[src/rtl/uart_tx_unit_if.sv]
// uart_tx_unit_if: host-side request and serial-line status bundle
// master drives send/data/config, slave returns line and flags
interface uart_tx_unit_if;
  logic       send;
  logic [7:0] data_in;
  logic [1:0] parity_type;
  logic [1:0] baud_rate;
  logic       data_tx;
  logic       active_flag;
  logic       done_flag;

  modport master (
    output send, data_in, parity_type, baud_rate,
    input  data_tx, active_flag, done_flag
  );

  modport slave (
    input  send, data_in, parity_type, baud_rate,
    output data_tx, active_flag, done_flag
  );
endinterface

[src/rtl/uart_tx_unit.sv]
// uart_tx_unit: start/8 data/optional parity/stop UART serialiser
// ports: clock, reset_n (async low), bus (slave: request in, line out)
module uart_tx_unit #(
  parameter int CLK_FREQ = 50000000
) (
  input  logic           clock,
  input  logic           reset_n,
  uart_tx_unit_if.slave  bus
);
  localparam int D0 = CLK_FREQ / 2400;
  localparam int D1 = CLK_FREQ / 4800;
  localparam int D2 = CLK_FREQ / 9600;
  localparam int D3 = CLK_FREQ / 19200;
  localparam int CW = $clog2(D0 + 1);

  typedef enum logic [2:0] {
    S_IDLE,
    S_START,
    S_DATA,
    S_PARITY,
    S_STOP
  } state_t;

  state_t        r_state;
  logic [CW-1:0] r_cnt;
  logic [CW-1:0] r_div;
  logic [2:0]    r_bit;
  logic [7:0]    r_shift;
  logic          r_par_en;
  logic          r_par_bit;
  logic          r_tx;
  logic          r_active;
  logic          r_done;

  logic [CW-1:0] w_div;
  logic          w_end;
  logic          w_par_en;
  logic          w_par;

  always_comb begin
    w_div = CW'(D0);
    case (bus.baud_rate)
      2'b00:   w_div = CW'(D0);
      2'b01:   w_div = CW'(D1);
      2'b10:   w_div = CW'(D2);
      default: w_div = CW'(D3);
    endcase
  end

  assign w_end    = (r_cnt == r_div - CW'(1));
  assign w_par_en = (bus.parity_type == 2'b01)
                  | (bus.parity_type == 2'b10);
  // odd: data ones + parity is odd; even: that total is even
  assign w_par    = (bus.parity_type == 2'b01)
                  ? ~^bus.data_in : ^bus.data_in;

  always_ff @(posedge clock or negedge reset_n) begin
    if (!reset_n) begin
      r_state   <= S_IDLE;
      r_cnt     <= '0;
      r_div     <= '0;
      r_bit     <= '0;
      r_shift   <= '0;
      r_par_en  <= 1'b0;
      r_par_bit <= 1'b0;
      r_tx      <= 1'b1;
      r_active  <= 1'b0;
      r_done    <= 1'b0;
    end else begin
      r_done <= 1'b0;
      case (r_state)
        S_IDLE: begin
          r_tx     <= 1'b1;
          r_active <= 1'b0;
          if (bus.send) begin
            r_shift   <= bus.data_in;
            r_div     <= w_div;
            r_par_en  <= w_par_en;
            r_par_bit <= w_par;
            r_cnt     <= '0;
            r_bit     <= '0;
            r_tx      <= 1'b0;
            r_active  <= 1'b1;
            r_state   <= S_START;
          end
        end
        S_START: begin
          if (w_end) begin
            r_cnt   <= '0;
            r_tx    <= r_shift[0];
            r_shift <= r_shift >> 1;
            r_state <= S_DATA;
          end else begin
            r_cnt <= r_cnt + CW'(1);
          end
        end
        S_DATA: begin
          if (w_end) begin
            r_cnt <= '0;
            if (r_bit == 3'd7) begin
              if (r_par_en) begin
                r_tx    <= r_par_bit;
                r_state <= S_PARITY;
              end else begin
                r_tx    <= 1'b1;
                r_state <= S_STOP;
              end
            end else begin
              r_bit   <= r_bit + 3'd1;
              r_tx    <= r_shift[0];
              r_shift <= r_shift >> 1;
            end
          end else begin
            r_cnt <= r_cnt + CW'(1);
          end
        end
        S_PARITY: begin
          if (w_end) begin
            r_cnt   <= '0;
            r_tx    <= 1'b1;
            r_state <= S_STOP;
          end else begin
            r_cnt <= r_cnt + CW'(1);
          end
        end
        S_STOP: begin
          if (w_end) begin
            r_cnt    <= '0;
            r_tx     <= 1'b1;
            r_active <= 1'b0;
            r_done   <= 1'b1;
            r_state  <= S_IDLE;
          end else begin
            r_cnt <= r_cnt + CW'(1);
          end
        end
        default: begin
          r_cnt    <= '0;
          r_tx     <= 1'b1;
          r_active <= 1'b0;
          r_state  <= S_IDLE;
        end
      endcase
    end
  end

  assign bus.data_tx     = r_tx;
  assign bus.active_flag = r_active;
  assign bus.done_flag   = r_done;
endmodule

[src/flat_wrapper.sv]
// flat-port wrapper written by rule: the top's interface ports become plain ports
module uart_tx_unit_flat 
#(
  parameter int CLK_FREQ = 50000000
)
  (clock, reset_n, bus_send, bus_data_in, bus_parity_type, bus_baud_rate, bus_data_tx, bus_active_flag, bus_done_flag);
  uart_tx_unit_if bus_i ();
  input  logic clock;
  input  logic reset_n;
  input wire logic [$bits(bus_i.send)-1:0] bus_send;
  input wire logic [$bits(bus_i.data_in)-1:0] bus_data_in;
  input wire logic [$bits(bus_i.parity_type)-1:0] bus_parity_type;
  input wire logic [$bits(bus_i.baud_rate)-1:0] bus_baud_rate;
  output wire logic [$bits(bus_i.data_tx)-1:0] bus_data_tx;
  output wire logic [$bits(bus_i.active_flag)-1:0] bus_active_flag;
  output wire logic [$bits(bus_i.done_flag)-1:0] bus_done_flag;
  assign bus_i.send = bus_send;
  assign bus_i.data_in = bus_data_in;
  assign bus_i.parity_type = bus_parity_type;
  assign bus_i.baud_rate = bus_baud_rate;
  assign bus_data_tx = bus_i.data_tx;
  assign bus_active_flag = bus_i.active_flag;
  assign bus_done_flag = bus_i.done_flag;
  uart_tx_unit #(.CLK_FREQ(CLK_FREQ)) u_core (.clock(clock), .reset_n(reset_n), .bus(bus_i));
endmodule
[config.mk]
export PLATFORM = sky130hd
export DESIGN_NAME = uart_tx_unit_flat
export DESIGN_NICKNAME = d
export VERILOG_FILES = /design/src/rtl/uart_tx_unit_if.sv /design/src/rtl/uart_tx_unit.sv /design/src/flat_wrapper.sv
export SDC_FILE = /design/constraint.sdc
export NUM_CORES = 1
export LEC_CHECK = 0
export CORE_ASPECT_RATIO = 1.5
export CORE_MARGIN = 4
export CORE_UTILIZATION = 55
export DETAILED_ROUTE_END_ITERATION = 10
export MAX_ROUTING_LAYER = met4
export PLACE_DENSITY = 0.83
export RECOVER_POWER = 25
export SETUP_SLACK_MARGIN = 0.05
export SKIP_CTS_REPAIR_TIMING = 1
export SLEW_MARGIN = 20
export SYNTH_ARGS = -nofsm -noshare
export SYNTH_HDL_FRONTEND = slang
export SYNTH_SLANG_ARGS = --single-unit
[constraint.sdc]
create_clock -name clock -period 5.5 [get_ports clock]
set_clock_uncertainty 0.05 [all_clocks]
set_input_delay 0.825 -clock clock [delete_from_list [all_inputs] [get_ports clock]]
set_output_delay 0.825 -clock clock [all_outputs]
set_load 0.02 [all_outputs]
==> results of run 1 <==
-- where the power goes --
| part | internal [uW] | switching [uW] |
|---|---|---|
| sequential | 316 | 0 |
| clock | 103 | 109 |
| combinational | 17.0 | 16.0 |
-- logic make-up (layout without fill, tap and decap cells) --
group           count (synthesis)  in the layout
compound gates                 82             82
xor+xnor                       19             19
fa+ha+maj                      10             10
buf+inv                        27             37
flops                          43             43
mux                             4              4
simple gates                  115            115
-- layer usage --
layer,share of wire,wire (um),vias to the layer above
li1,-,-,1106
met1,0.41,2410,1105
met2,0.55,3202,40
met3,0.026,150,5
met4,0.012,68,0
met5,0,0,-
-- flip-flops by register name, summed over array words and instances, names as in the netlist --
signal	flops
u_core.bus.data_tx	1
u_core.r_state	3
u_core.r_shift	8
u_core.bus.active_flag	1
u_core.r_par_bit	1
u_core.r_cnt	15
u_core.r_div	9
u_core.bus.done_flag	1
u_core.r_par_en	1
u_core.r_bit	3
-- cell usage after synthesis, drive strengths merged (4+ instances only) --
master,number
clkbuf,11
nor3,11
and3,7
or3,5
nand3,8
nand2,32
ha,10
buf,4
inv,12
nor2,21
xor2,5
a22o,12
xnor2,13
a21o,13
nor3b,7
dfrtp,42
o21ai,25
nand4,4
a21oi,6
o31ai,4
-- final timing paths --
check	cells after the start	slack, ns	end	from
min in group asynchronous	1	1.15	u_core.r_cnt[6]$_DFFE_PN0N_	reset_n
max in group asynchronous	1	2.93	u_core.r_div[11]$_DFFE_PN0P_	reset_n
setup / recovery	9	2.14	u_core.r_cnt[12]$_DFFE_PN0N_	u_core.r_div[8]$_DFFE_PN0P_
hold / removal	1	0.44	u_core.r_shift[3]$_DFFE_PN0P_	u_core.r_shift[3]$_DFFE_PN0P_
hold reg to reg	1	0.44	u_core.r_shift[3]$_DFFE_PN0P_	u_core.r_shift[3]$_DFFE_PN0P_
setup reg to reg	9	2.14	u_core.r_cnt[12]$_DFFE_PN0N_	u_core.r_div[8]$_DFFE_PN0P_
-- stage by stage --
| step | hold WS, ns | worst slack, ns | cell area [um2] | power (uW) |
|---|---|---|---|---|
| 2_1_floorplan | 0.3913 | 2.821 | 2828 | 336.2 |
| 3_3_place_gp | 0.4155 | 2.244 | 2969 | 355.3 |
| 3_5_place_dp | 0.4172 | 2.179 | 2969 | 356.1 |
| 4_1_cts | 0.4352 | 2.157 | 3064 | 566.4 |
| 5_1_grt | 0.4528 | 1.903 | 3063 | 580.8 |
| 6_report | 0.4355 | 2.139 | 3063 | 560.8 |
-- worst max-delay path, delay by kind of cell, from the launching register on --
family                   cells  cell delay (ns)
buffers and inverters        1             0.20
adder cells (fa/ha/maj)      1             0.37
AO/OA/AOI/OAI                5             1.59
AND/OR/NAND/NOR              2             0.52
flip-flops                   1             0.51
-- layout make-up --
class | instances | area [um2]
timing repair buffer | 17 | 163.9
fill | 441 | 1824
clock buffer | 7 | 86.33
inverter | 12 | 45.04
tap | 66 | 82.58
sequential | 43 | 1077
multi-input combinational | 230 | 1599
clock inverter | 1 | 8.758
==> summary.md, run 1 <==
| Metric | Value |
|---|---|
| Largest net degree at the start of global routing | 44 |
| Max clock buf depth | 2 |
| Core area | 4887 um2 |
| Sequential fraction of the synthesis area | 0.3810 |
| #FFs+latches synth | 43 |
| Syn_area_per_cell | 9.426 um2 |
| Drt drc | 0 |
| M3 GR Usage | 0.02570 |
| DRT Pass-1 Iters | 4 |
| Port Buf Inserts | 17 |
| Class of the worst hold path | register to register |
| H-tree depth | 2 |
| Synth-to-layout area growth | 8.319% |
| RSZ-0062 raised after global routing | false |
| Post-Synth Adder-Cell Area | 0.04425 |
| Worst EP required | 5.64 ns |
| Initial antenna violation count | 0 |
| Die Y | approximately 96 um |
| Synth top area share | 0.3717 |
| Half-perimeter wire length after placement | approximately 4500 um |
| Grt total ovfl | 0 |
| Worst skew pair latency | about 0.30 ns |
| Post-Synth XOR/XNOR Area | 0.06372 |
| Synth area leader | dfrtp_1 |
| Initial core utilization | 0.5786 |
| Maximum clock rate | between 200 and 300 MHz |
| Synth Flop Type | dfrtp_1 |
| Final Hold Viols | 0 |
| Ys async rst share | 1.000 |
| Detail Route Antenna Nets | 0 |
| Total GRT Usage | 0.2093 |
| Synth Area in Compound Gates | 0.2173 |
| Layout cells sized above 1 | 0.07419 |
| Synthesized area | between 2000 and 3000 um2 |
| I/O pins | 18 |
| Grt met1 use | 0.2398 |
| Initial drt markers | 113 |
| Synth Instances | 300 |
| Worst-path clk slew | 0.08 ns |
| Final Non-Filler Cells | 376 |
| Antenna Cells | 0 |
| Clock Tree Root | clkbuf_8 |
| Synth Net Count | 325 |
| Pwr dens | 183.1 nW/um2 |
| Crit path cell chain | inv_1 -> ha_1 -> nand3b_1 -> or4_1 -> o211a_1 -> a211o_4 -> o31ai_4 -> o21ai_0 -> a22o_1 |
| Slew headroom | -0.5286 |
| Final-report max-slew violation count | 44 |
| Total Neg Setup Slack | 0 ns |
| CP endpoint kind | register |
| Syn. warnings | 0 |
| Row count | 31 |
| Avg Vias per Cell | 6.000 |
| CP peak stage delay | roughly 0.67 ns |
| Largest family of logic cells by synthesized area | simple AND/OR/NAND/NOR gates |
| GR Util met2 | 0.3800 |
| First-pass GRT wire length | 9963 um |
| Cells after DPL | 368 |
| Max Cap Viol | 1 |
| Post-synthesis mux area share | 0.01460 |
| Most frequent cells in the layout | dfrtp_1 (42), nand2_1 (32), o21ai_0 (20), nor2_1 (19), clkdlybuf4s50_1 (16) |
| EDFF count, synth | 0 |
| Num Clock Sinks | between 40 and 50 |
| Final Cycle Share | 0.6111 |
| Worst Setup Path Type | register to register |
| Die W | 66.55 um |
| Yosys cell types | 60 |
| Slowest CP cell | o31ai_4 |
| Actual slew at the worst max-slew pin | 2.293 ns |
| Grt peak-use layer | met2 |
| Crit start category | register |
| Maximum vdd drop | 126.9 uV |
| Failing checks | max-capacitance violations, max-slew violations |
| Final #Nets | 334 |
| DR WL/cell | approximately 16 um |
| # setup viols final | 0 |
| CTS tree | built |
| Crit path DAT | 3.50 ns |
| Final GP Congestion | 0.9480 |
| Total number of vias | 2,256 |
| Leakage Power | 0.001414 uW |
| Post-route core utilization | 0.6267 |
| Final worst path period need | 3.361 ns |
| Outcome | finished, violations left |
| Simple-Gate Fraction of Synth Area | 0.2257 |
| Post-Route WL | 5831 um |
| CP max FO | 22 |
| Die ar. | 6376 um2 |
| Vias in the first global route | approximately 2,200 |
| Total CTS buffers | 5 |
| Commonest non-fill, non-tap cell in the layout | dfrtp_1 |
| Top area cells in the synthesized netlist | dfrtp_1 (37%), ha_1 (4.4%), nand2_1 (4.2%) |
No activity file was read; power rests on OpenSTA's default activity.
==> inputs of run 2 (changes only) <==
CORE_UTILIZATION = 54   (was 55)
PLACE_DENSITY = 0.85   (was 0.83)
clock period = 2.97 ns   (was 5.5 ns; I/O delays follow)
==> run 2 against run 1 <==
Net effect:
- the run still ends with max-capacitance violations, max-slew violations left
- sequential share of layout area shrank 1.9 points
- clock-buffer cell count shrank 1
- final area grew 5.7%
- fmax grew 21%
- first-iteration DRC count grew 24%
- cell count grew 4.0%
- die area grew 1.7%
- clock power grew to 2.6 times the previous value
- critical path depth shrank 1
- combinational power grew 92%
- global-route usage grew 0.098 points
- core utilization grew 0.51 points
- critical path type unchanged
- critical endpoint is now u_core.r_cnt[14]$_DFFE_PN0N_
==> summary.md, run 2 (same netlist as run 1, synthesis figures left out) <==
| Metric | Value |
|---|---|
| Top Registers | u_core.r_cnt x15, u_core.r_div x9, u_core.r_shift x8 (unchanged) |
| Worst EP required | 3.11 ns (was 5.64 ns) |
| Avg Vias per Cell | 6.005 (was 6.000) |
| Final Non-Filler Cells | 391 (was 376) |
| P_sw | 237.0 uW (was 125.0 uW) |
| Total CTS buffers | 5 (unchanged) |
| Leakage Power | 0.001501 uW (was 0.001414 uW) |
| Post-Route WL | 6236 um (was 5831 um) |
| DRT Pass-1 Iters | 4 (unchanged) |
| CP peak stage delay | 0.51 ns (was 0.67 ns) |
| CP endpoint kind | register (unchanged) |
| Final worst path period need | 2.775 ns (was 3.361 ns) |
| Final Hold Viols | 0 (unchanged) |
| Row count | 32 (was 31) |
| Total GRT Usage | 0.2103 (was 0.2093) |
| First-pass GRT wire length | 10,380 um (was 9963 um) |
| Half-perimeter wire length after placement | 4530 um (was 4458 um) |
| Vias in the first global route | 2,355 (was 2,172) |
| Internal power | 952.8 uW (was 435.8 uW) |
| Largest net degree at the start of global routing | 44 (unchanged) |
| # setup viols final | 0 (unchanged) |
| Commonest non-fill, non-tap cell in the layout | dfrtp_1 (unchanged) |
| Final-report max-slew violation count | 44 (unchanged) |
| Detail Route Antenna Nets | 0 (unchanged) |
| Final GP Congestion | 0.9033 (was 0.9480) |
| Die W | 67.09 um (was 66.55 um) |
| Clock Tree Root | clkbuf_8 (unchanged) |
| Slew headroom | -0.5624 (was -0.5286) |
| Kind of cell adding the most delay to the critical path | compound AO/OA/AOI/OAI gates (unchanged) |
| Crit path cell chain | or3_4 -> or4_1 -> o211a_1 -> a211o_4 -> o31ai_4 -> buf_4 -> o21ai_0 -> a22o_1 (was inv_1 -> ha_1 -> nand3b_1 -> or4_1 -> o211a_1 -> a211o_4 -> o31ai_4 -> o21ai_0 -> a22o_1) |
| Slowest CP cell | or4_1 (was o31ai_4) |
| CP max FO | 8 (was 22) |
| Outcome | finished, violations left (unchanged) |
| Clock network power share | 0.455 (was 0.378) |
| Cells after DPL | 382 (was 368) |
| Max clock buf depth | 2 (unchanged) |
| Layout cells sized above 1 | 0.1207 (was 0.07419) |
| Initial drt markers | 140 (was 113) |
| Buf/Inv on CP | 1 (unchanged) |
| Core area | 5125 um2 (was 4887 um2) |
| I/O pins | 18 (unchanged) |
| DR WL/cell | 15.95 um (was 15.51 um) |
| Max Cap Viol | 1 (unchanged) |
| Class of the worst hold path | register to register (unchanged) |
| Maximum vdd drop | 342.7 uV (was 126.9 uV) |
| Crit path DAT | 2.91 ns (was 3.50 ns) |
| H-tree depth | 2 (unchanged) |
| Worst-path clk slew | 0.08 ns (about the same) |
| Die Y | 96.63 um (was 95.82 um) |
| Crit start category | register (unchanged) |
| Final #Nets | 347 (was 334) |
| CTS tree | built (unchanged) |
| Share of power burned in registers | 0.492 (was 0.563) |
| Top reg by flops | u_core.r_cnt (unchanged) |
| Worst skew pair latency | 0.30 ns (about the same) |
| Die ar. | 6482 um2 (was 6376 um2) |
| Drt drc | 0 (unchanged) |
| Failing checks | max-capacitance violations, max-slew violations (unchanged) |
| Grt total ovfl | 0 (unchanged) |
| Proportion of power drawn by combinational gates | 0.053 (was 0.059) |
| WHS | 0.4383 ns (was 0.4355 ns) |
| Worst Setup Path Type | register to register (unchanged) |
| Largest register FFs | 15 (unchanged) |
| Synth-to-layout area growth | 14.51% (was 8.319%) |
| RSZ-0062 raised after global routing | true (was false) |
| Pwr dens | 367.5 nW/um2 (was 183.1 nW/um2) |
| Initial core utilization | 0.5518 (was 0.5786) |
| Initial antenna violation count | 0 (unchanged) |
| Total number of vias | 2,348 (was 2,256) |
| Most frequent cells in the layout | dfrtp_1 (42), nand2_1 (32), o21ai_0 (20), nor2_1 (19), clkdlybuf4s50_1 (16) (unchanged) |
| Final Cycle Share | 0.9345 (was 0.6111) |
| Port Buf Inserts | 17 (unchanged) |
| Maximum clock rate | 360.3 MHz (was 297.5 MHz) |
| Actual slew at the worst max-slew pin | 2.344 ns (was 2.293 ns) |
| Num Clock Sinks | 43 (unchanged) |
| Antenna Cells | 0 (unchanged) |
| Net Sw Frac | 0.1992 (was 0.2229) |
## run 2: cell count changes in the layout (fill, tap and decap cells not counted)
cell,previous run,this run
clkbuf_8,6,5
clkinv_4,1,0
ha_1,10,9
nor4_2,0,2
bufinv_16,0,2
buf_12,0,1
buf_4,0,12
ha_4,0,1
nor4_1,3,1
## run 2: power groups by stage
stage / clock, uW / sequential, uW / combinational (uW)
3_5_place_dp: 0 / 597 / 64.4
5_1_grt: 578 / 585 / 69.4
4_1_cts: 550 / 585 / 64.5
6_report: 542 / 585 / 63.2
3_3_place_gp: 0 / 597 / 61.7
2_1_floorplan: 0 / 597 / 25.9
## run 2: layout make-up
| type | count | area, um2 |
|---|---|---|
| flip-flops and latches | 43 | 1077 |
| fillers | 459 | 1887 |
| repair buffers | 30 | 274.0 |
| clock inverters | 2 | 60.06 |
| multi-input cells | 230 | 1624 |
| well taps | 68 | 85.08 |
| inverters | 12 | 45.04 |
| clock buffers | 6 | 72.57 |
## run 2: worst paths after layout
check	to	slack, ns	cells past startpoint	start
min in group asynchronous	u_core.r_cnt[8]$_DFFE_PN0N_	0.79	1	reset_n
min reg2reg	u_core.r_shift[5]$_DFFE_PN0P_	0.44	1	u_core.r_shift[5]$_DFFE_PN0P_
max reg2reg	u_core.r_cnt[14]$_DFFE_PN0N_	0.19	8	u_core.r_div[9]$_DFFE_PN0P_
max in group asynchronous	u_core.r_cnt[9]$_DFFE_PN0N_	0.73	1	reset_n
max	u_core.r_cnt[14]$_DFFE_PN0N_	0.19	8	u_core.r_div[9]$_DFFE_PN0P_
min	u_core.r_shift[5]$_DFFE_PN0P_	0.44	1	u_core.r_shift[5]$_DFFE_PN0P_
## run 2: layer usage
metal | GRT usage | share of wire
met1 | 0.2368 | 0.39
met5 | - | 0
met3 | 0.02787 | 0.035
met4 | 0.1031 | 0.039
met2 | 0.3545 | 0.53
## run 2: metrics by stage
step / TNS, ns / total power (uW) / utilization / area (um2) / setup slack [ns]
2_1_floorplan: 0 / 622.6 / - / 2828 / 0.2914
3_3_place_gp: 0 / 658.3 / 0.5999 / 3074 / 0.1358
3_5_place_dp: 0 / 661.0 / 0.5999 / 3074 / 0.1301
4_1_cts: -0.02893 / 1200 / 0.6257 / 3207 / -0.01467
5_1_grt: 0 / 1232 / 0.6318 / 3238 / 0.02405
6_report: 0 / 1190 / 0.6318 / 3238 / 0.1946
